**config.mk**
```make
export PLATFORM = sky130hd
export DESIGN_NAME = fetch_decode
export DESIGN_NICKNAME = d
export VERILOG_FILES = /design/src/rtl/fetch_decode.sv
export SDC_FILE = /design/constraint.sdc
export NUM_CORES = 1
export LEC_CHECK = 0
export BUFFER_PORTS_ARGS = -buffer_cell sky130_fd_sc_hd__buf_2
export CORE_UTILIZATION = 48
export CTS_BUF_LIST = sky130_fd_sc_hd__clkbuf_16
export CTS_CLUSTER_SIZE = 10
export DETAILED_ROUTE_END_ITERATION = 8
export PLACE_DENSITY = 0.7
export SLEW_MARGIN = 20
export SYNTH_ARGS = -nofsm -noshare
export SYNTH_HDL_FRONTEND = slang
export SYNTH_SLANG_ARGS = --single-unit
export TNS_END_PERCENT = 50
```
**constraint.sdc**
```tcl
create_clock -name clk -period 2.57 [get_ports clk]
set_input_delay 0.257 -clock clk [delete_from_list [all_inputs] [get_ports clk]]
set_output_delay 0.257 -clock clk [all_outputs]
set_load 0.01 [all_outputs]
```
**src/rtl/fetch_decode.sv**
```systemverilog
// fetch_decode: PC/IR fetch-decode stage holding each instruction for an opcode-dependent execute count.
// Define FETCH_DECODE_RESUME_EN to let a resume pulse leave HALT; otherwise only rst leaves HALT.
module fetch_decode #(
  parameter int                ADDR_W   = 5,
  parameter logic [ADDR_W-1:0] RESET_PC = '0,
  parameter int                ALU_CYC  = 5,
  parameter int                STO_CYC  = 4,
  parameter int                CTRL_CYC = 3
) (
  input  logic              clk,
  input  logic              rst,
  input  logic [7:0]        mem_rdata,
  input  logic              zero,
  input  logic              resume,
  output logic [ADDR_W-1:0] mem_addr,
  output logic              mem_rd,
  output logic [2:0]        opcode,
  output logic [ADDR_W-1:0] address,
  output logic              instr_valid,
  output logic              halted
);

  localparam logic [1:0] FETCH = 2'd0;
  localparam logic [1:0] LOAD  = 2'd1;
  localparam logic [1:0] EXEC  = 2'd2;
  localparam logic [1:0] HALT  = 2'd3;

  localparam logic [2:0] OP_HLT = 3'b000;
  localparam logic [2:0] OP_SKZ = 3'b001;
  localparam logic [2:0] OP_STO = 3'b110;
  localparam logic [2:0] OP_JMP = 3'b111;

  localparam int CNT_W = 8;

  logic [1:0]        state_q, state_d;
  logic [ADDR_W-1:0] pc_q, pc_d;
  logic [7:0]        ir_q, ir_d;
  logic [CNT_W-1:0]  cnt_q, cnt_d;
  logic              vld_q, vld_d;
  logic              resume_req;

  function automatic logic [CNT_W-1:0] exec_len(input logic [2:0] op);
    case (op)
      OP_STO:         exec_len = CNT_W'(STO_CYC - 1);
      OP_SKZ, OP_JMP: exec_len = CNT_W'(CTRL_CYC - 1);
      default:        exec_len = CNT_W'(ALU_CYC - 1);
    endcase
  endfunction

`ifdef FETCH_DECODE_RESUME_EN
  assign resume_req = resume;
`else
  logic unused_resume;
  assign unused_resume = resume;
  assign resume_req    = 1'b0;
`endif

  always_comb begin
    state_d = state_q;
    pc_d    = pc_q;
    ir_d    = ir_q;
    cnt_d   = cnt_q;
    vld_d   = 1'b0;
    case (state_q)
      FETCH: state_d = LOAD;
      LOAD: begin
        ir_d  = mem_rdata;
        pc_d  = pc_q + ADDR_W'(1);
        vld_d = 1'b1;
        if (mem_rdata[7:5] == OP_HLT) begin
          state_d = HALT;
        end else begin
          state_d = EXEC;
          cnt_d   = exec_len(mem_rdata[7:5]);
        end
      end
      EXEC: begin
        // Next PC is resolved only in the final execute cycle; zero is sampled only here.
        if (cnt_q == '0) begin
          state_d = FETCH;
          if (ir_q[7:5] == OP_JMP)
            pc_d = ADDR_W'(ir_q[4:0]);
          else if (ir_q[7:5] == OP_SKZ && zero)
            pc_d = pc_q + ADDR_W'(1);
        end else begin
          cnt_d = cnt_q - CNT_W'(1);
        end
      end
      HALT: if (resume_req) state_d = FETCH;
      default: state_d = FETCH;
    endcase
  end

  always_ff @(posedge clk) begin
    if (rst) begin
      state_q <= FETCH;
      pc_q    <= RESET_PC;
      ir_q    <= '0;
      cnt_q   <= '0;
      vld_q   <= 1'b0;
    end else begin
      state_q <= state_d;
      pc_q    <= pc_d;
      ir_q    <= ir_d;
      cnt_q   <= cnt_d;
      vld_q   <= vld_d;
    end
  end

  // The read strobe is suppressed while rst is held so every output sits at its reset value.
  assign mem_rd      = (state_q == FETCH) && !rst;
  assign mem_addr    = pc_q;
  assign opcode      = ir_q[7:5];
  assign address     = ADDR_W'(ir_q[4:0]);
  assign instr_valid = vld_q;
  assign halted      = (state_q == HALT);

endmodule

```
==> reports/results.ini <==
[status]
outcome=completed

[routing]
totalWireLength_um=2950
antenna_left=0
vias_per_cell=5.87
drt-pass1-iter-count=4
drt_iter0_drc=31
vias=1198
drc_errors=0
routedWlPerCell_um=14.5

[flow_run]
drv_cap=0

[power_and_ir_drop]
swShare_pct=40.3
ir_drop_v=0.000688
p_total_w=0.00201
p_seq_share_pct=30.0
switchingPower_w=0.000810
p_clk_share_pct=22.2
p_leak_nw=0.678
combPwrFrac_pct=47.8
internal_power_w=0.00120
powerDensity_nw_per_um2=1250

[sta]
finalSetupTns_ns=0
tightest_slew_ns=0.543
slew_headroom_pct=63.8
final.min_clock_period_ns=2.04
fmax_ghz=0.491
fin_skew_ns=0.00331
min_period_over_period_pct=79.2
fin_hold_ws_ns=0.236
final_hold_viol_count=0
setup_violations=0
rsz0062_at_grt=false
finalMaxSlewViolations=0

[clock_network]
cts_root_buf=clkbuf_16
clock_latency_ns=0.26
holdBufCountCts=0
cts_setup_buffers=0
cts_tree=yes
clock_sinks=24
cts_buffer_depth=2
cts-resized-gates=0
clk_pin_slew_worst_paths_ns=0.06
htreeDepth=1
numCtsBuffers=3

[worst_setup_path]
crit_type=reg -> reg
crit_path_end=cnt_q[4]
max_stage_delay_ns=0.64
critPathBufInv=1
path_delay_family=simple AND/OR/NAND/NOR gates
r2r_slack_ns=0.53
crit_cells=6
timing.rr.start=state_q[1]
path_max_fanout=15
cp_data_required_time_ns=2.77
startpoint_type=flop
crit_path_cell_trace=inv_1, ha_1, or4b_4, nand2_1, or4_1, a21boi_2
arrival_ns=2.23
cpMaxStageDelayCell=or4_1
worstRegToRegCells=6
startpoint=state_q[1]
end_kind=flop
r2r-end=cnt_q[4]

[die]
dieArea_um2=3120
rows=19
io-pin-count=28
die_h_um=55.8
core_um2=2760
die_w_um=55.8
initial_core_util_pct=50.4

[synth]
yosys_register_bits=24
synth_flop_cell=dfxtp_1
synth.top_cell.area_share_pct=34.6
syn_avg_cell_area_um2=9.27
synth_area_leaders=dfxtp_1 35%, mux2i_1 7.9%, ha_1 7.2%, o31ai_1 3.8%, nor2_1 3.5%
syn_nets=170
synth_area_leader_cell=dfxtp_1
synth_seq_area_share_pct=34.6
synth-edff-count=0
ys_warn_count=0
synthArstFlopShare_pct=0
netlist_area_um2=1390
ys_types=41
syn_inst=150

[place]
gp_congestion=0.821
dp_cells=200
dp_hpwl_um=2080
placed_area_um2=1500
portBuffers=26

[global_routing]
grt_pass1_vias=1230
grt_usage_pct=21.0
antenna_found_initial=0
grt_pass1_wl_um=5220
grt_max_degree=22
overflow=0

[worst_hold_path]
hp-class=in -> reg

[cells_and_area]
antenna_cells=0
design_area_um2=1610
nNetsFinal=194
layout-drive-gt1-share_pct=23.7
seq_area_um2=480
final_cell_count_no_fill=204
syn2layout_area_growth_pct=15.7
num-fill-cells=263
multi_input_area_um2=816

## layout make-up
cell class / instances / area share (%)
Clock inverter: 1 / 1.87
Timing Repair Buffer: 27 / 8.56
Tap cell: 31 / 2.41
Sequential cell: 24 / 29.9
Inverter: 8 / 1.87
Clock buffer: 3 / 4.67
Multi-Input combinational cell: 110 / 50.7
## flip-flops by register name, indices dropped and copies added (netlist names)
signal	flops
state_q	2
instr_valid	1
mem_addr	5
ir_q	8
cnt_q	8
## stage by stage
step,setup WS (ns),util (%)
floorplan,0.878,-
global placement,0.649,54.5
detailed placement,0.552,54.5
CTS,0.538,58.3
global route,0.340,58.3
finish,0.533,58.3
## layout by cell type, fill, tap and decap left out, types with 3 or more instances in the layout
| master | synthesis | routed |
|---|---|---|
| nor2_1 | 13 | 13 |
| clkbuf_16 | 0 | 3 |
| mux2i_1 | 11 | 11 |
| o31ai_1 | 7 | 7 |
| nor2b_1 | 4 | 4 |
| a21oi_1 | 8 | 8 |
| dfxtp_1 | 24 | 24 |
| inv_1 | 8 | 8 |
| ha_1 | 8 | 8 |
| buf_2 | 1 | 26 |
| nand3_1 | 5 | 5 |
| or4_1 | 3 | 3 |
| o311ai_1 | 5 | 5 |
| a21boi_2 | 3 | 3 |
| nand2_1 | 8 | 8 |
| nor3b_1 | 3 | 3 |
| nor3_1 | 5 | 5 |
| a31oi_1 | 3 | 3 |
## power by group through the flow
| stage | clock (W) | combinational [W] | sequential (W) |
|---|---|---|---|
| after CTS | 0.000453 | 0.000966 | 0.000602 |
| after detailed placement | 0 | 0.000955 | 0.000608 |
| after global routing | 0.000466 | 0.00108 | 0.000619 |
| final | 0.000446 | 0.000961 | 0.000604 |
| after floorplan | 0 | 0.000768 | 0.000611 |
| after global placement | 0 | 0.000916 | 0.000599 |
## synth_stat cells (all sizes together), types with 3 or more instances
library cell  number
dfxtp             24
nor2              13
mux2i             11
a21oi              8
ha                 8
inv                8
nand2              8
o31ai              7
buf                5
nand3              5
nor3               5
o311ai             5
a31oi              4
nor2b              4
a21boi             3
clkbuf             3
nand2b             3
nor3b              3
o21ai              3
or4                3
## per-layer routing
| metal | routed length [um] | track usage, % |
|---|---|---|
| met1 | 1350 | 24.3 |
| met2 | 1440 | 38.9 |
| met3 | 111 | 3.02 |
| met4 | 47 | 7.67 |
| met5 | 0 | 0 |
## worst register-to-register path, stage by stage (launching register included)
cell and delay [ns]:
dfxtp_1 0.37, inv_1 0.09, ha_1 0.19, or4b_4 0.22, nand2_1 0.30, or4_1 0.64, a21boi_2 0.16
## kinds of logic (layout without fill, tap and decap cells)
logic type | after synthesis | after routing | synth area share (%)
and+or+nand+nor | 51 | 51 | 20.6
AOI/OAI and AO/OA | 40 | 40 | 23.0
DFF | 24 | 24 | 34.6
adders and majority gates | 8 | 8 | 7.20
buffers and inverters | 16 | 39 | 6.75
muxes | 11 | 11 | 7.92
## worst min path at each step
stage / startpoint / to / slack, ns / cells after the start
4_1_cts: mem_rdata[4] / ir_q[4] / 0.24 / 3
5_1_grt: mem_rdata[1] / ir_q[1] / 0.26 / 3
3_5_place_dp: cnt_q[5] / cnt_q[5] / 0.48 / 2
3_3_place_gp: cnt_q[5] / cnt_q[5] / 0.47 / 2
6_report: mem_rdata[4] / ir_q[4] / 0.24 / 3
2_1_floorplan: mem_rdata[0] / ir_q[0] / 0.40 / 2
Note: power is estimated with default switching activity, not from simulation.
